==> config.mk <==
export PLATFORM = sky130hd
export DESIGN_NAME = rr_arbiter_8to3_flat
export DESIGN_NICKNAME = d
export VERILOG_FILES = /design/src/rtl/rr_arbiter_8to3_if.sv /design/src/rtl/rr_arbiter_8to3.sv /design/src/flat_wrapper.sv
export SDC_FILE = /design/constraint.sdc
export NUM_CORES = 1
export LEC_CHECK = 0
export BUFFER_PORTS_ARGS = -buffer_cell sky130_fd_sc_hd__buf_2
export CAP_MARGIN = 30
export CORE_MARGIN = 2
export CORE_UTILIZATION = 62
export CTS_CLUSTER_DIAMETER = 80
export CTS_CLUSTER_SIZE = 8
export DETAILED_ROUTE_END_ITERATION = 7
export PLACE_DENSITY = 0.91
export SLEW_MARGIN = 40
export SYNTH_ARGS = -nofsm -noshare
export SYNTH_HDL_FRONTEND = slang
export SYNTH_SLANG_ARGS = --single-unit
==> constraint.sdc <==
create_clock -name clk -period 5.8 [get_ports clk]
set_input_delay 1.16 -clock clk [delete_from_list [all_inputs] [get_ports clk]]
set_output_delay 1.16 -clock clk [all_outputs]
set_load 0.005 [all_outputs]
==> src/rtl/rr_arbiter_8to3_if.sv <==
// ----------------------------------------------------------------------------
// rr_arbiter_8to3_if
// Bundle of the request/grant signals between the requesting blocks and the
// 8-to-3 round-robin arbiter. Clock and reset are not part of the bundle.
//
// Signals:
//   req      [7:0]  request vector, bit i = requester i
//   rel             release strobe from the current owner
//   gnt      [7:0]  one-hot grant (registered in the arbiter)
//   gnt_idx  [2:0]  binary index of the granted requester (registered)
//   gnt_vld         high while a grant is held
//   req_pend        some request other than the granted one is pending
//   tmo             one-cycle pulse on a forced (timeout) release
//
// Modports:
//   master  requester side: drives req/rel, observes the grant outputs
//   slave   arbiter side: observes req/rel, drives the grant outputs
// ----------------------------------------------------------------------------
interface rr_arbiter_8to3_if;
    logic [7:0] req;
    logic       rel;
    logic [7:0] gnt;
    logic [2:0] gnt_idx;
    logic       gnt_vld;
    logic       req_pend;
    logic       tmo;

    modport master (
        output req,
        output rel,
        input  gnt,
        input  gnt_idx,
        input  gnt_vld,
        input  req_pend,
        input  tmo
    );

    modport slave (
        input  req,
        input  rel,
        output gnt,
        output gnt_idx,
        output gnt_vld,
        output req_pend,
        output tmo
    );
endinterface

==> src/rtl/rr_arbiter_8to3.sv <==
// ----------------------------------------------------------------------------
// rr_arbiter_8to3
// Round-robin arbiter sharing one resource among 8 requesters. The winner is
// the first requester found scanning from the priority pointer upward with
// wrap-around. A grant is held until the owner pulses rel or drops its
// request; after every grant there is exactly one IDLE cycle, and the pointer
// moves to one past the released owner so that owner ranks lowest next time.
//
// Optional feature (macro ARB_TIMEOUT_EN):
//   When defined, a hold counter forces a release after MAX_HOLD grant cycles
//   and pulses tmo for one cycle. When undefined, grants are held
//   indefinitely and tmo is constant 0.
//
// Parameters:
//   MAX_HOLD  maximum grant duration in cycles (2..255), used only with
//             ARB_TIMEOUT_EN
//
// Ports:
//   clk   rising-edge clock
//   rst   synchronous, active-high reset (priority over all other inputs)
//   bus   rr_arbiter_8to3_if.slave: req, rel in; gnt, gnt_idx, gnt_vld,
//         req_pend, tmo out
// ----------------------------------------------------------------------------
module rr_arbiter_8to3 #(
    parameter int unsigned MAX_HOLD = 16
) (
    input  logic                    clk,
    input  logic                    rst,
    rr_arbiter_8to3_if.slave        bus
);

    typedef enum logic [0:0] {
        ST_IDLE  = 1'b0,
        ST_GRANT = 1'b1
    } state_t;

    // Elaboration-time range check on the hold limit.
    if ((MAX_HOLD < 2) || (MAX_HOLD > 255)) begin : g_bad_max_hold
        $error("rr_arbiter_8to3: MAX_HOLD must be within 2..255");
    end

    state_t     state_q,   state_d;
    logic [7:0] gnt_q,     gnt_d;
    logic [2:0] gnt_idx_q, gnt_idx_d;
    logic       gnt_vld_q, gnt_vld_d;
    logic       tmo_q,     tmo_d;
    logic [2:0] ptr_q,     ptr_d;

    logic       win_found_s;
    logic [2:0] win_idx_s;
    logic [2:0] cand_s;
    logic       win_hit_s;
    logic       rel_norm_s;
    logic       tmo_hit_s;

`ifdef ARB_TIMEOUT_EN
    localparam logic [7:0] HOLD_LAST = 8'(MAX_HOLD - 1);

    logic [7:0] cnt_q, cnt_d;
`endif

    // Rotating-priority search: first set request at ptr, ptr+1, ... (mod 8).
    always_comb begin
        win_found_s = 1'b0;
        win_idx_s   = 3'd0;
        cand_s      = 3'd0;
        win_hit_s   = 1'b0;
        for (int i = 0; i < 8; i++) begin
            // 3-bit addition wraps naturally, giving the mod-8 scan order.
            cand_s      = ptr_q + 3'(i);
            win_hit_s   = ~win_found_s & bus.req[cand_s];
            win_idx_s   = win_hit_s ? cand_s : win_idx_s;
            win_found_s = win_found_s | win_hit_s;
        end
    end

    // Release conditions seen while a grant is held.
    always_comb begin
        // rel and a dropped owner request together still count as one release.
        rel_norm_s = bus.rel | ~bus.req[gnt_idx_q];
`ifdef ARB_TIMEOUT_EN
        tmo_hit_s  = (cnt_q == HOLD_LAST);
`else
        tmo_hit_s  = 1'b0;
`endif
    end

    // Next-state and next-output logic of the IDLE/GRANT machine.
    always_comb begin
        state_d   = state_q;
        gnt_d     = gnt_q;
        gnt_idx_d = gnt_idx_q;
        gnt_vld_d = gnt_vld_q;
        ptr_d     = ptr_q;
        tmo_d     = 1'b0;
`ifdef ARB_TIMEOUT_EN
        cnt_d     = cnt_q;
`endif
        case (state_q)
            ST_IDLE: begin
                if (win_found_s) begin
                    gnt_d     = 8'd1 << win_idx_s;
                    gnt_idx_d = win_idx_s;
                    gnt_vld_d = 1'b1;
                    state_d   = ST_GRANT;
`ifdef ARB_TIMEOUT_EN
                    cnt_d     = 8'd0;
`endif
                end else begin
                    gnt_d     = 8'd0;
                    gnt_vld_d = 1'b0;
                end
            end
            ST_GRANT: begin
                if (rel_norm_s || tmo_hit_s) begin
                    // gnt_idx keeps its value for downstream mux stability.
                    gnt_d     = 8'd0;
                    gnt_vld_d = 1'b0;
                    ptr_d     = gnt_idx_q + 3'd1;
                    state_d   = ST_IDLE;
                    // A normal release wins over a coincident timeout.
                    tmo_d     = tmo_hit_s & ~rel_norm_s;
                end else begin
`ifdef ARB_TIMEOUT_EN
                    cnt_d     = cnt_q + 8'd1;
`endif
                end
            end
            default: begin
                gnt_d     = 8'd0;
                gnt_vld_d = 1'b0;
                state_d   = ST_IDLE;
            end
        endcase
    end

    // State, grant and pointer registers with synchronous reset.
    always_ff @(posedge clk) begin
        if (rst) begin
            state_q   <= ST_IDLE;
            gnt_q     <= 8'd0;
            gnt_idx_q <= 3'd0;
            gnt_vld_q <= 1'b0;
            tmo_q     <= 1'b0;
            ptr_q     <= 3'd0;
        end else begin
            state_q   <= state_d;
            gnt_q     <= gnt_d;
            gnt_idx_q <= gnt_idx_d;
            gnt_vld_q <= gnt_vld_d;
            tmo_q     <= tmo_d;
            ptr_q     <= ptr_d;
        end
    end

`ifdef ARB_TIMEOUT_EN
    // Hold counter register.
    always_ff @(posedge clk) begin
        if (rst) begin
            cnt_q <= 8'd0;
        end else begin
            cnt_q <= cnt_d;
        end
    end
`endif

    assign bus.gnt      = gnt_q;
    assign bus.gnt_idx  = gnt_idx_q;
    assign bus.gnt_vld  = gnt_vld_q;
    assign bus.tmo      = tmo_q;
    assign bus.req_pend = |(bus.req & ~gnt_q);

endmodule

==> src/flat_wrapper.sv <==
// flat-port wrapper written by rule: the top's interface ports become plain ports
module rr_arbiter_8to3_flat 
#(
    parameter int unsigned MAX_HOLD = 16
)
  (clk, rst, bus_req, bus_rel, bus_gnt, bus_gnt_idx, bus_gnt_vld, bus_req_pend, bus_tmo);
  rr_arbiter_8to3_if bus_i ();
  input  logic clk;
  input  logic rst;
  input wire logic [$bits(bus_i.req)-1:0] bus_req;
  input wire logic [$bits(bus_i.rel)-1:0] bus_rel;
  output wire logic [$bits(bus_i.gnt)-1:0] bus_gnt;
  output wire logic [$bits(bus_i.gnt_idx)-1:0] bus_gnt_idx;
  output wire logic [$bits(bus_i.gnt_vld)-1:0] bus_gnt_vld;
  output wire logic [$bits(bus_i.req_pend)-1:0] bus_req_pend;
  output wire logic [$bits(bus_i.tmo)-1:0] bus_tmo;
  assign bus_i.req = bus_req;
  assign bus_i.rel = bus_rel;
  assign bus_gnt = bus_i.gnt;
  assign bus_gnt_idx = bus_i.gnt_idx;
  assign bus_gnt_vld = bus_i.gnt_vld;
  assign bus_req_pend = bus_i.req_pend;
  assign bus_tmo = bus_i.tmo;
  rr_arbiter_8to3 #(.MAX_HOLD(MAX_HOLD)) u_core (.clk(clk), .rst(rst), .bus(bus_i));
endmodule
==> results.md, run 1 <==
* Cell Pwr Density at 325 nW/um^2
* Antenna violations before repair at 0
* HPWL after DPL at 3.49 mm
* Share of cells above drive strength 1 at 25.9%
* Max_slew headroom at 57.8%
* Count of cell types in the netlist at 56
* Die footprint at 3200 um^2
* Final setup margin at 2050 ps
* Cell area after synthesis at 1710 um^2
* Crit share post-route at 64.7%
* Hold/Removal Path Class: flop to flop
* Internal power at 324 uW
* Number of enable flip-flop cells after synthesis at 0
* Critical Path AT at 3990 ps
* Final-layout fill cell count at 213
* Maximum buffer depth of the clock tree at 2
* Via density at 7.19
* Net count after synthesis at 195
* Busiest grt layer: met2
* Max-slew violations at 0
* Area growth from synthesis to final layout at 6.72%
* Fraction of met1 tracks used by global routing at 34.5%
* Post-cts sizing count at 0
* # port buffers at 23
* Clock root cell: clkbuf_4
* Final instance count without filler cells at 232
* Global routing met3 resource utilization at 5.76%
* Tot GR Track Use at 29.2%
* Post-Route Setup TNS at 0 ps
* Net total in the final layout at 216
* Gate count of the mapped netlist at 181
* Latest clock arrival within the worst-skew pair at 290 ps
* Number of nets with antenna violations after routing at 0
* Vias in the first global route at 1612
* TritonCTS clock tree: yes
* Post-Route Skew at 1.81 ps
* Height of the die at 56.6 um
* Maximum fanout along the worst path at 12
* Die outline width at 56.6 um
* Period minus WS final at 3750 ps
* Pin count of the biggest net entering global routing at 15
* Upper clock frequency limit at 0.267 GHz
* Count of max-cap constraint violations at 0
* Required time of the critical path at 6030 ps
* Cell leakage power at 0.000755 uW
* Total net switching power at 271 uW
* Clock Power Share at 12.2%
* Worst hold path depth at 1
* Core Footprint at 2690 um^2
* Proportion of synthesized chip area in sequential cells at 18.7%
* Pre-CTS setup slack at 2110 ps
* Actual slew at the worst max-slew pin at 627 ps
* Drt initial violations at 105
* Number of buffers created by CTS at 3
* Final wirelength at 4.36 mm
* Endpoint type of the worst setup path: flop
* Number of rows created at floorplan at 19
* Final setup violation count at 0
* Post-CTS setup repair buffer count at 0
* Run status: finished, final reports clean
* Sequential group share of total power at 26.9%
* Sw Ratio at 45.5%
* Endpoints failing hold at 0
* Instance count after placement with tap cells included at 228
* Final weighted congestion in routability-driven placement at 0.960
* Commonest register cell after synthesis: dfxtp_1
* Hold-fix buffer count after cts at 0
* Depth of the CTS H-tree at 1
* Aggregate global routing overflow at 0
* Largest voltage drop on the vdd net at 249 uV
* Type of element launching the critical path: flop
* Register clock-pin slew on the reported worst setup and hold paths at 90 ps
* Number of warning messages in the yosys log at 0
* Number of synthesized register bits at 16
* Avg Cell Area, Syn at 9.47 um^2
* First-pass GRT wire length at 7.38 mm
* Antenna diode instance count at 0
* Crit Path Class: flop to flop
* Effective utilization at floorplan at 63.8%
* Fraction of registers with async set/reset at 0%
* Part of the power in combinational logic at 60.9%
* Length in cells of the worst reg-to-reg path at 9
* Post-route DRC at 0
* Routed len/inst at 18.8 um
* Boundary pin count at 25
* Via count at 1669
* Router iterations before antenna repair at 4
* Met2 track demand over resource in global routing at 48.7%
* Setup repair after global routing missed its margin: no
* TritonCTS sink count at 16
-- power by group through the flow --
stage | clock network [uW] | registers [uW] | logic (uW)
after floorplan | 0 | 148 | 291
after detailed placement | 0 | 162 | 353
final | 72.6 | 160 | 362
after CTS | 72.2 | 159 | 355
after global placement | 0 | 160 | 345
after global routing | 76.6 | 163 | 393
-- cell type report --
| cell class | count | area (um^2) | area share, % |
|---|---|---|---|
| multi-input cells | 143 | 1260 | 69.0 |
| flip-flops and latches | 16 | 320 | 17.5 |
| repair buffers | 23 | 115 | 6.29 |
| inverters | 15 | 56.3 | 3.08 |
| well taps | 31 | 38.8 | 2.12 |
| clock buffers | 4 | 36.3 | 1.98 |
-- cells in the final DEF, fill, tap and decap left out, types with 2 or more instances in the layout --
cell type	instances
a211oi_1	2
a21oi_1	11
a311o_1	2
a32o_1	8
a32oi_1	2
and3_2	3
buf_2	23
clkbuf_4	3
dfxtp_1	16
ha_1	3
inv_1	14
mux2_2	3
mux2i_1	13
mux4_1	5
mux4_2	7
nand2_1	10
nand3_1	3
nor2_1	16
o211ai_1	2
o21ai_0	11
o22ai_1	6
or2_2	2
xor2_1	4
-- flip-flops by register name, indices dropped and copies added, names as in the netlist --
signal / flops
u_core.state_q: 1
u_core.bus.gnt_idx: 3
u_core.bus.gnt: 8
u_core.bus.gnt_vld: 1
u_core.ptr_q: 3
-- synthesized netlist by cell type (all sizes together), types with 4 or more instances --
library cell  count  area (um^2)
a21oi            11         55.1
xor2              4         35.0
nand2            10         37.5
o22ai             6         37.5
a32o              9         91.3
dfxtp            16          320
and3              4         28.8
o21ai            11         55.1
nor2             16         60.1
mux2i            15          166
clkbuf            4         45.0
mux4             13          314
inv              14         52.6
-- through the flow --
stage	utilization, %	hold WS [ps]	power, uW	cell area [um^2]
floorplan	-	488	438	1710
global placement	66.7	492	506	1790
detailed placement	66.7	499	515	1790
CTS	68.1	528	587	1830
global route	68.1	543	633	1830
finish	68.1	531	595	1830
-- routing by layer --
metal  wire length, um  vias up
met3               290       24
li1                  -      759
met5                 0        -
met2              2130       86
met1              1750      800
met4               189        0
-- worst max-delay path, stage by stage, from the launching register on --
cell	delay (ps)
dfxtp_1	670
inv_1	220
ha_1	620
mux4_4	590
mux2i_4	270
o21ai_0	180
a311oi_1	440
a22oi_1	200
nor3_2	280
a32o_1	220
-- worst paths after layout --
path	startpoint	to	slack [ps]
hold reg to reg	u_core.bus.gnt[6]	u_core.bus.gnt[6]	530
setup reg to reg	u_core.ptr_q[0]	u_core.bus.gnt[2]	2050
hold / removal	u_core.bus.gnt[6]	u_core.bus.gnt[6]	530
setup / recovery	u_core.ptr_q[0]	u_core.bus.gnt[2]	2050
-- cells by family (layout without fill, tap and decap cells) --
group | after synthesis | in the layout | share of synthesized area (%)
buf+inv | 22 | 42 | 7.66
flops | 16 | 16 | 18.7
fa+ha+maj | 3 | 3 | 2.19
xor+xnor | 5 | 5 | 2.55
simple gates | 44 | 44 | 13.2
other cells | 1 | 1 | 0.219
compound gates | 59 | 59 | 25.5
mux | 31 | 31 | 30.0
Power figures use the tool's default switching activity.
==> inputs of run 2 (changes only) <==
--- a/config.mk
+++ b/config.mk
@@ -5,14 +5,15 @@
 export SDC_FILE = /design/constraint.sdc
 export NUM_CORES = 1
 export LEC_CHECK = 0
+export ABC_AREA = 1
 export BUFFER_PORTS_ARGS = -buffer_cell sky130_fd_sc_hd__buf_2
 export CAP_MARGIN = 30
 export CORE_MARGIN = 2
-export CORE_UTILIZATION = 62
+export CORE_UTILIZATION = 57
 export CTS_CLUSTER_DIAMETER = 80
 export CTS_CLUSTER_SIZE = 8
 export DETAILED_ROUTE_END_ITERATION = 7
-export PLACE_DENSITY = 0.91
+export PLACE_DENSITY = 0.85
 export SLEW_MARGIN = 40
 export SYNTH_ARGS = -nofsm -noshare
 export SYNTH_HDL_FRONTEND = slang
==> constraint.sdc (replaced) <==
create_clock -name clk -period 3.8 [get_ports clk]
set_input_delay 0.76 -clock clk [delete_from_list [all_inputs] [get_ports clk]]
set_output_delay 0.76 -clock clk [all_outputs]
set_load 0.005 [all_outputs]
==> results.md, run 2 <==
* Pin count of the biggest net entering global routing at 14
* Flip-flop count of the largest register after layout at 8
* Boundary pin count at 25
* Cell leakage power at 0.000890 uW
* Max stage delay on crit path at 560 ps
* Reg2Reg Setup Slack at 890 ps
* Post-Route Setup TNS at 0 ps
* Largest family of logic cells by synthesized area: simple AND/OR/NAND/NOR gates
* Synth Area in Simple Gates at 50.8%
* Final wirelength at 4.20 mm
* Gate count of the mapped netlist at 248
* Final Cell Area at 1800 um^2
* Xor/xnor cell area share of the yosys netlist at 4.01%
* Register clock-pin slew on the reported worst setup and hold paths at 100 ps
* Reg2Reg Launch Point: u_core.ptr_q[0]
* Hold/Removal Path Class: flop to flop
* Required time of the critical path at 4050 ps
* Part of the power in combinational logic at 69.0%
* Type of element launching the critical path: flop
* Post-synth top area share at 19.4%
* Period minus WS final at 2910 ps
* Most common cell after layout, fill and taps aside: nand2_1
* Post-cts sizing count at 0
* Hold-fix buffer count after cts at 0
* Router iterations before antenna repair at 5
* Die outline width at 57.9 um
* Number of buffers created by CTS at 3
* Placement-stage cell area at 1760 um^2
* Total net switching power at 691 uW
* Cell with the most instances on the worst path: nor2_1
* Worst min-delay path endpoint: u_core.bus.gnt[0]
* Latest clock arrival within the worst-skew pair at 300 ps
* Maximum buffer depth of the clock tree at 2
* Avg Cell Area, Syn at 6.67 um^2
* Number of synthesized register bits at 16
* Net count after synthesis at 262
* Share of cells above drive strength 1 at 29.0%
* Vias in the first global route at 1544
* Crit Reg-Reg Endpoint: u_core.bus.gnt[2]
* Antenna violations before repair at 0
* Effective utilization at floorplan at 60.0%
* Post-Route Skew at 8.66 ps
* Min-Delay Startpoint: u_core.bus.gnt[0]
* Final instance count without filler cells at 300
* Number of warning messages in the yosys log at 0
* Cell accounting for the most synthesized area: dfxtp_1
* Core Footprint at 2760 um^2
* Drt initial violations at 78
* Clock Power Share at 9.5%
* First-pass GRT wire length at 7.02 mm
* HPWL after DPL at 3.35 mm
* TritonCTS clock tree: yes
* Final setup violation count at 0
* Depth of the CTS H-tree at 1
* Net total in the final layout at 284
* Post-synthesis compound-gate area fraction at 12.3%
* Final-layout fill cell count at 255
* Commonest register cell after synthesis: dfxtp_1
* Aggregate global routing overflow at 0
* Endpoint type of the worst setup path: flop
* Number of nets with antenna violations after routing at 0
* Instance count after placement with tap cells included at 296
* Routed len/inst at 14.0 um
* Tot GR Track Use at 26.9%
* Largest voltage drop on the vdd net at 516 uV
* Length in cells of the worst reg-to-reg path at 15
* Run status: finished, final reports clean
* Crit Path Class: flop to flop
* Cell with the largest stage delay on the worst path: dfxtp_1
* Cell area after synthesis at 1650 um^2
* Commonest non-fill, non-tap cells in the layout: nand2_1 (51), nor2_1 (31), inv_1 (23), buf_2 (23), nand3_1 (22)
* Via density at 5.53
* # port buffers at 23
* Clock root cell: clkbuf_4
* Final core utilization at 65.1%
* Antenna diode instance count at 0
* Area growth from synthesis to final layout at 8.55%
* Worst hold path depth at 2
* List of cells traversed by the critical path: inv_4, ha_1, inv_2, nand3_2, nand2_2, nor2_1, a31oi_1, inv_2, nand4_1, nand2_1, nor2_1, nand3_2, nor2_1, nor2_1, nor2_1
* Post-CTS setup repair buffer count at 0
* Die footprint at 3350 um^2
* TritonCTS sink count at 16
* Proportion of synthesized chip area in sequential cells at 19.4%
* Crit share post-route at 76.7%
* Endpoints failing hold at 0
* Cell Pwr Density at 682 nW/um^2
* Fraction of registers with async set/reset at 0%
* Maximum fanout along the worst path at 13
* Number of enable flip-flop cells after synthesis at 0
* Max-slew violations at 0
* Count of max-cap constraint violations at 0
* Most instantiated library cell after synthesis: nand2_1
* Multiplexer fraction of the synthesized cell area at 0%
* Height of the die at 57.9 um
* Upper clock frequency limit at 0.343 GHz
* Setup repair after global routing missed its margin: no
* Sw Ratio at 56.4%
* Post-route DRC at 0
* Sequential group share of total power at 21.4%
* Internal power at 534 uW
* Area contributors post-synth: dfxtp_1 (19%), nand2_1 (12%), nor2_1 (7.0%)
* Post-synthesis share of cell area spent on full adders, half adders and majority gates at 2.27%
* Final weighted congestion in routability-driven placement at 1.02
* Synth cell count leaders: nand2_1 (51), nor2_1 (31), inv_1 (23), nand3_1 (22), dfxtp_1 (16)
* Via count at 1660
* Critical Path AT at 3160 ps
* Count of cell types in the netlist at 37
* Number of rows created at floorplan at 19
==> run 2: cell count changes in the layout (fill, tap and decap cells not counted), sizes merged, moves of 13 or more <==
cell and change:
inv +20, mux4 -13, mux2i -15, nand3 +32, nor2 +21, nand2 +54
==> run 2: power groups by stage <==
| stage | Clock (uW) | Combinational (uW) | Sequential [uW] |
|---|---|---|---|
| 5_1_grt | 125 | 933 | 270 |
| 4_1_cts | 115 | 835 | 262 |
| 3_5_place_dp | 0 | 823 | 266 |
| 3_3_place_gp | 0 | 818 | 264 |
| 2_1_floorplan | 0 | 681 | 245 |
| 6_report | 117 | 846 | 262 |
==> run 2: cells by family (layout without fill, tap and decap cells) <==
group / after synthesis / in the layout
AO/OA/AOI/OAI: 35 / 35
XOR/XNOR: 5 / 5
other: 1 / 1
flip-flops: 16 / 16
adder cells (fa/ha/maj): 3 / 3
buffers and inverters: 41 / 62
AND/OR/NAND/NOR: 147 / 147
==> run 2: final cells by class <==
| type | count | area [um^2] | share of cell area (%) |
|---|---|---|---|
| Timing Repair Buffer | 23 | 115 | 6.41 |
| Multi-Input combinational cell | 191 | 1150 | 64.1 |
| Sequential cell | 16 | 320 | 17.8 |
| Tap cell | 31 | 38.8 | 2.16 |
| Clock buffer | 4 | 36.3 | 2.02 |
| Inverter | 35 | 134 | 7.46 |
==> run 2: layer usage <==
layer / global-route usage [%] / wire length [um] / vias up
met4: 8.31 / 51 / 0
met3: 4.24 / 262 / 7
met2: 45.6 / 2070 / 71
met5: 0 / 0 / -
met1: 35.0 / 1820 / 730
li1: - / - / 852
==> run 2: worst max path at each step <==
stage / start / end
2_1_floorplan: u_core.ptr_q[0] / u_core.bus.gnt[2]
3_3_place_gp: u_core.ptr_q[0] / u_core.bus.gnt[2]
3_5_place_dp: u_core.ptr_q[0] / u_core.bus.gnt[2]
4_1_cts: u_core.ptr_q[0] / u_core.bus.gnt[2]
5_1_grt: u_core.ptr_q[0] / u_core.bus.gnt[2]
6_report: u_core.ptr_q[0] / u_core.bus.gnt[2]
==> run 2: metrics by stage <==
stage | hold slack (ps) | worst slack, ps | power, uW
after floorplan | 464 | 1360 | 926
after detailed placement | 481 | 992 | 1090
final | 495 | 887 | 1220
after global routing | 517 | 659 | 1330
after CTS | 496 | 940 | 1210
after global placement | 474 | 990 | 1080
==> run 2: critical path, delay by kind of cell (launching register included) <==
kind | cells | cell delay, ps
flops | 1 | 560
fa+ha+maj | 1 | 440
compound gates | 1 | 290
simple gates | 10 | 1080
buf+inv | 3 | 490
==> inputs of run 3 (changes only) <==
--- a/config.mk
+++ b/config.mk
@@ -9,11 +9,11 @@
 export BUFFER_PORTS_ARGS = -buffer_cell sky130_fd_sc_hd__buf_2
 export CAP_MARGIN = 30
 export CORE_MARGIN = 2
-export CORE_UTILIZATION = 57
+export CORE_UTILIZATION = 52
 export CTS_CLUSTER_DIAMETER = 80
 export CTS_CLUSTER_SIZE = 8
 export DETAILED_ROUTE_END_ITERATION = 7
-export PLACE_DENSITY = 0.85
+export PLACE_DENSITY = 0.82
 export SLEW_MARGIN = 40
 export SYNTH_ARGS = -nofsm -noshare
 export SYNTH_HDL_FRONTEND = slang
==> constraint.sdc (replaced) <==
create_clock -name clk -period 2.3 [get_ports clk]
set_input_delay 0.46 -clock clk [delete_from_list [all_inputs] [get_ports clk]]
set_output_delay 0.46 -clock clk [all_outputs]
set_load 0.005 [all_outputs]
==> results.md, run 3 (same netlist as run 2, synthesis figures left out) <==
* Run status: finished, final reports clean
* Net total in the final layout at 300
* Depth of the CTS H-tree at 1
* Number of buffer and inverter instances along the worst setup path at 3
* Maximum buffer depth of the clock tree at 2
* Commonest non-fill, non-tap cells in the layout: nand2_1 (40), nor2_1 (28), inv_1 (23), buf_2 (23), nand2_2 (17)
* Sw Ratio at 53.8%
* Period minus WS final at 2250 ps
* Cell Pwr Density at 1130 nW/um^2
* Worst hold path depth at 2
* Aggregate global routing overflow at 0
* List of cells traversed by the critical path: inv_4, ha_4, nand3_4, nand2_2, nor2_1, a31oi_1, inv_2, nor2_8, nand3b_1, nand2_2, inv_4, nand3_2, nor2_1, nor2_1, nor2_1
* Number of nets with antenna violations after routing at 0
* Vias in the first global route at 1594
* Instance count after placement with tap cells included at 318
* Largest voltage drop on the vdd net at 632 uV
* Min-Delay Startpoint: rst
* Pin count of the biggest net entering global routing at 12
* Top cell family by delay on the critical path: simple AND/OR/NAND/NOR gates
* Setup repair after global routing missed its margin: yes
* Core Footprint at 3030 um^2
* Antenna diode instance count at 0
* Via density at 5.40
* Crit Reg-Reg Endpoint: u_core.bus.gnt[3]
* HPWL after DPL at 3.38 mm
* Reg2Reg Launch Point: u_core.ptr_q[0]
* Routed len/inst at 14.0 um
* Count of max-cap constraint violations at 0
* Final instance count without filler cells at 329
* Crit Path Class: flop to flop
* Drt initial violations at 103
* Endpoint type of the worst setup path: flop
* Flip-flop count of the largest register after layout at 8
* Final weighted congestion in routability-driven placement at 0.972
* Max stage delay on crit path at 400 ps
* Most common cell after layout, fill and taps aside: nand2_1
* First-pass GRT wire length at 6.87 mm
* Number of rows created at floorplan at 20
* Tot GR Track Use at 24.8%
* Reg2Reg Setup Slack at 50 ps
* Antenna violations before repair at 0
* Crit share post-route at 98.0%
* Effective utilization at floorplan at 54.6%
* Cell with the largest stage delay on the worst path: dfxtp_4
* Final setup margin at 45.9 ps
* Maximum fanout along the worst path at 6
* Height of the die at 60.4 um
* Number of buffers created by CTS at 3
* Share of cells above drive strength 1 at 43.5%
* Total power at 2400 uW
* Final wirelength at 4.60 mm
* TritonCTS sink count at 16
* Area growth from synthesis to final layout at 28.4%
* Register clock-pin slew on the reported worst setup and hold paths at 100 ps
* Upper clock frequency limit at 0.444 GHz
* Type of element launching the critical path: flop
* Post-route DRC at 0
* Die footprint at 3650 um^2
* Hold/Removal Path Class: primary input to flop
* Clock root cell: clkbuf_4
* Required time of the critical path at 2480 ps
* Total net switching power at 1290 uW
* Worst min-delay path endpoint: u_core.bus.gnt[5]
* Sequential group share of total power at 17.9%
* Post-Route Skew at 9.54 ps
* Part of the power in combinational logic at 74.2%
* Via count at 1777
* Critical Path AT at 2430 ps
* Length in cells of the worst reg-to-reg path at 15
* Hold-fix buffer count after cts at 0
* Final setup violation count at 0
* Cell leakage power at 0.00101 uW
* Router iterations before antenna repair at 4
* Clock Power Share at 7.8%
* Cell with the most instances on the worst path: nor2_1
* Max-slew violations at 0
* Latest clock arrival within the worst-skew pair at 290 ps
* Die outline width at 60.4 um
* Boundary pin count at 25
* Pre-CTS setup slack at -12.8 ps
* Internal power at 1110 uW
* Endpoints failing hold at 0
* Final-layout fill cell count at 259
* # port buffers at 23
* TritonCTS clock tree: yes
[run 3: cell types whose count changed in the layout (fill, tap and decap cells not counted), moves of 5 or more]
| cell | previous run | this run |
|---|---|---|
| nand3_2 | 11 | 16 |
| nand2_1 | 51 | 40 |
| nand3_1 | 22 | 12 |
| nand2_2 | 7 | 17 |
| buf_4 | 0 | 15 |
| nand3_4 | 2 | 7 |
[run 3: repair_timing]
| action | in CTS | in global routing |
|---|---|---|
| buffers inserted | 0 | 7 |
| resized for setup | 2 | 42 |
| pin swaps | 0 | 17 |
| setup endpoints to repair | 3 | 11 |
[run 3: worst max path at each step]
stage | start | endpoint | slack, ps | cells past startpoint
2_1_floorplan | u_core.ptr_q[0] | u_core.bus.gnt[2] | 50 | 18
3_3_place_gp | bus_req[7] | u_core.bus.gnt_idx[1] | 40 | 14
3_5_place_dp | u_core.ptr_q[0] | u_core.bus.gnt_idx[1] | -10 | 15
4_1_cts | u_core.ptr_q[0] | u_core.bus.gnt[6] | 60 | 17
5_1_grt | u_core.ptr_q[0] | u_core.bus.gnt[6] | -80 | 17
6_report | u_core.ptr_q[0] | u_core.bus.gnt[3] | 50 | 15
[run 3: power groups by stage]
stage	Clock, uW	Sequential (uW)	Combinational, uW
floorplan	0	405	1150
global placement	0	425	1430
detailed placement	0	426	1440
CTS	187	420	1460
global route	202	439	1950
finish	188	430	1780
[run 3: layer usage]
layer / GRT usage [%] / vias to the layer above / part of all wire [%]
met5: 0 / - / 0
met3: 2.77 / 17 / 4.5
li1: - / 890 / -
met2: 43.6 / 55 / 50
met4: 9.84 / 0 / 4.1
met1: 30.8 / 815 / 41
[run 3: final cells by class]
| type | instances | area (um^2) | area share (%) |
|---|---|---|---|
| well taps | 44 | 55.1 | 2.59 |
| clock buffers | 4 | 36.3 | 1.71 |
| inverters | 35 | 144 | 6.78 |
| flip-flops and latches | 16 | 327 | 15.4 |
| repair buffers | 39 | 239 | 11.3 |
| multi-input cells | 191 | 1320 | 62.3 |
[run 3: stage by stage]
| step | hold WS (ps) | utilization (%) | TNS, ps | area, um^2 |
|---|---|---|---|---|
| 2_1_floorplan | 464 | - | 0 | 1670 |
| 3_3_place_gp | 455 | 61.4 | 0 | 1860 |
| 3_5_place_dp | 464 | 61.4 | -18.1 | 1860 |
| 4_1_cts | 466 | 62.6 | 0 | 1900 |
| 5_1_grt | 474 | 70.1 | -588 | 2120 |
| 6_report | 476 | 70.1 | 0 | 2120 |
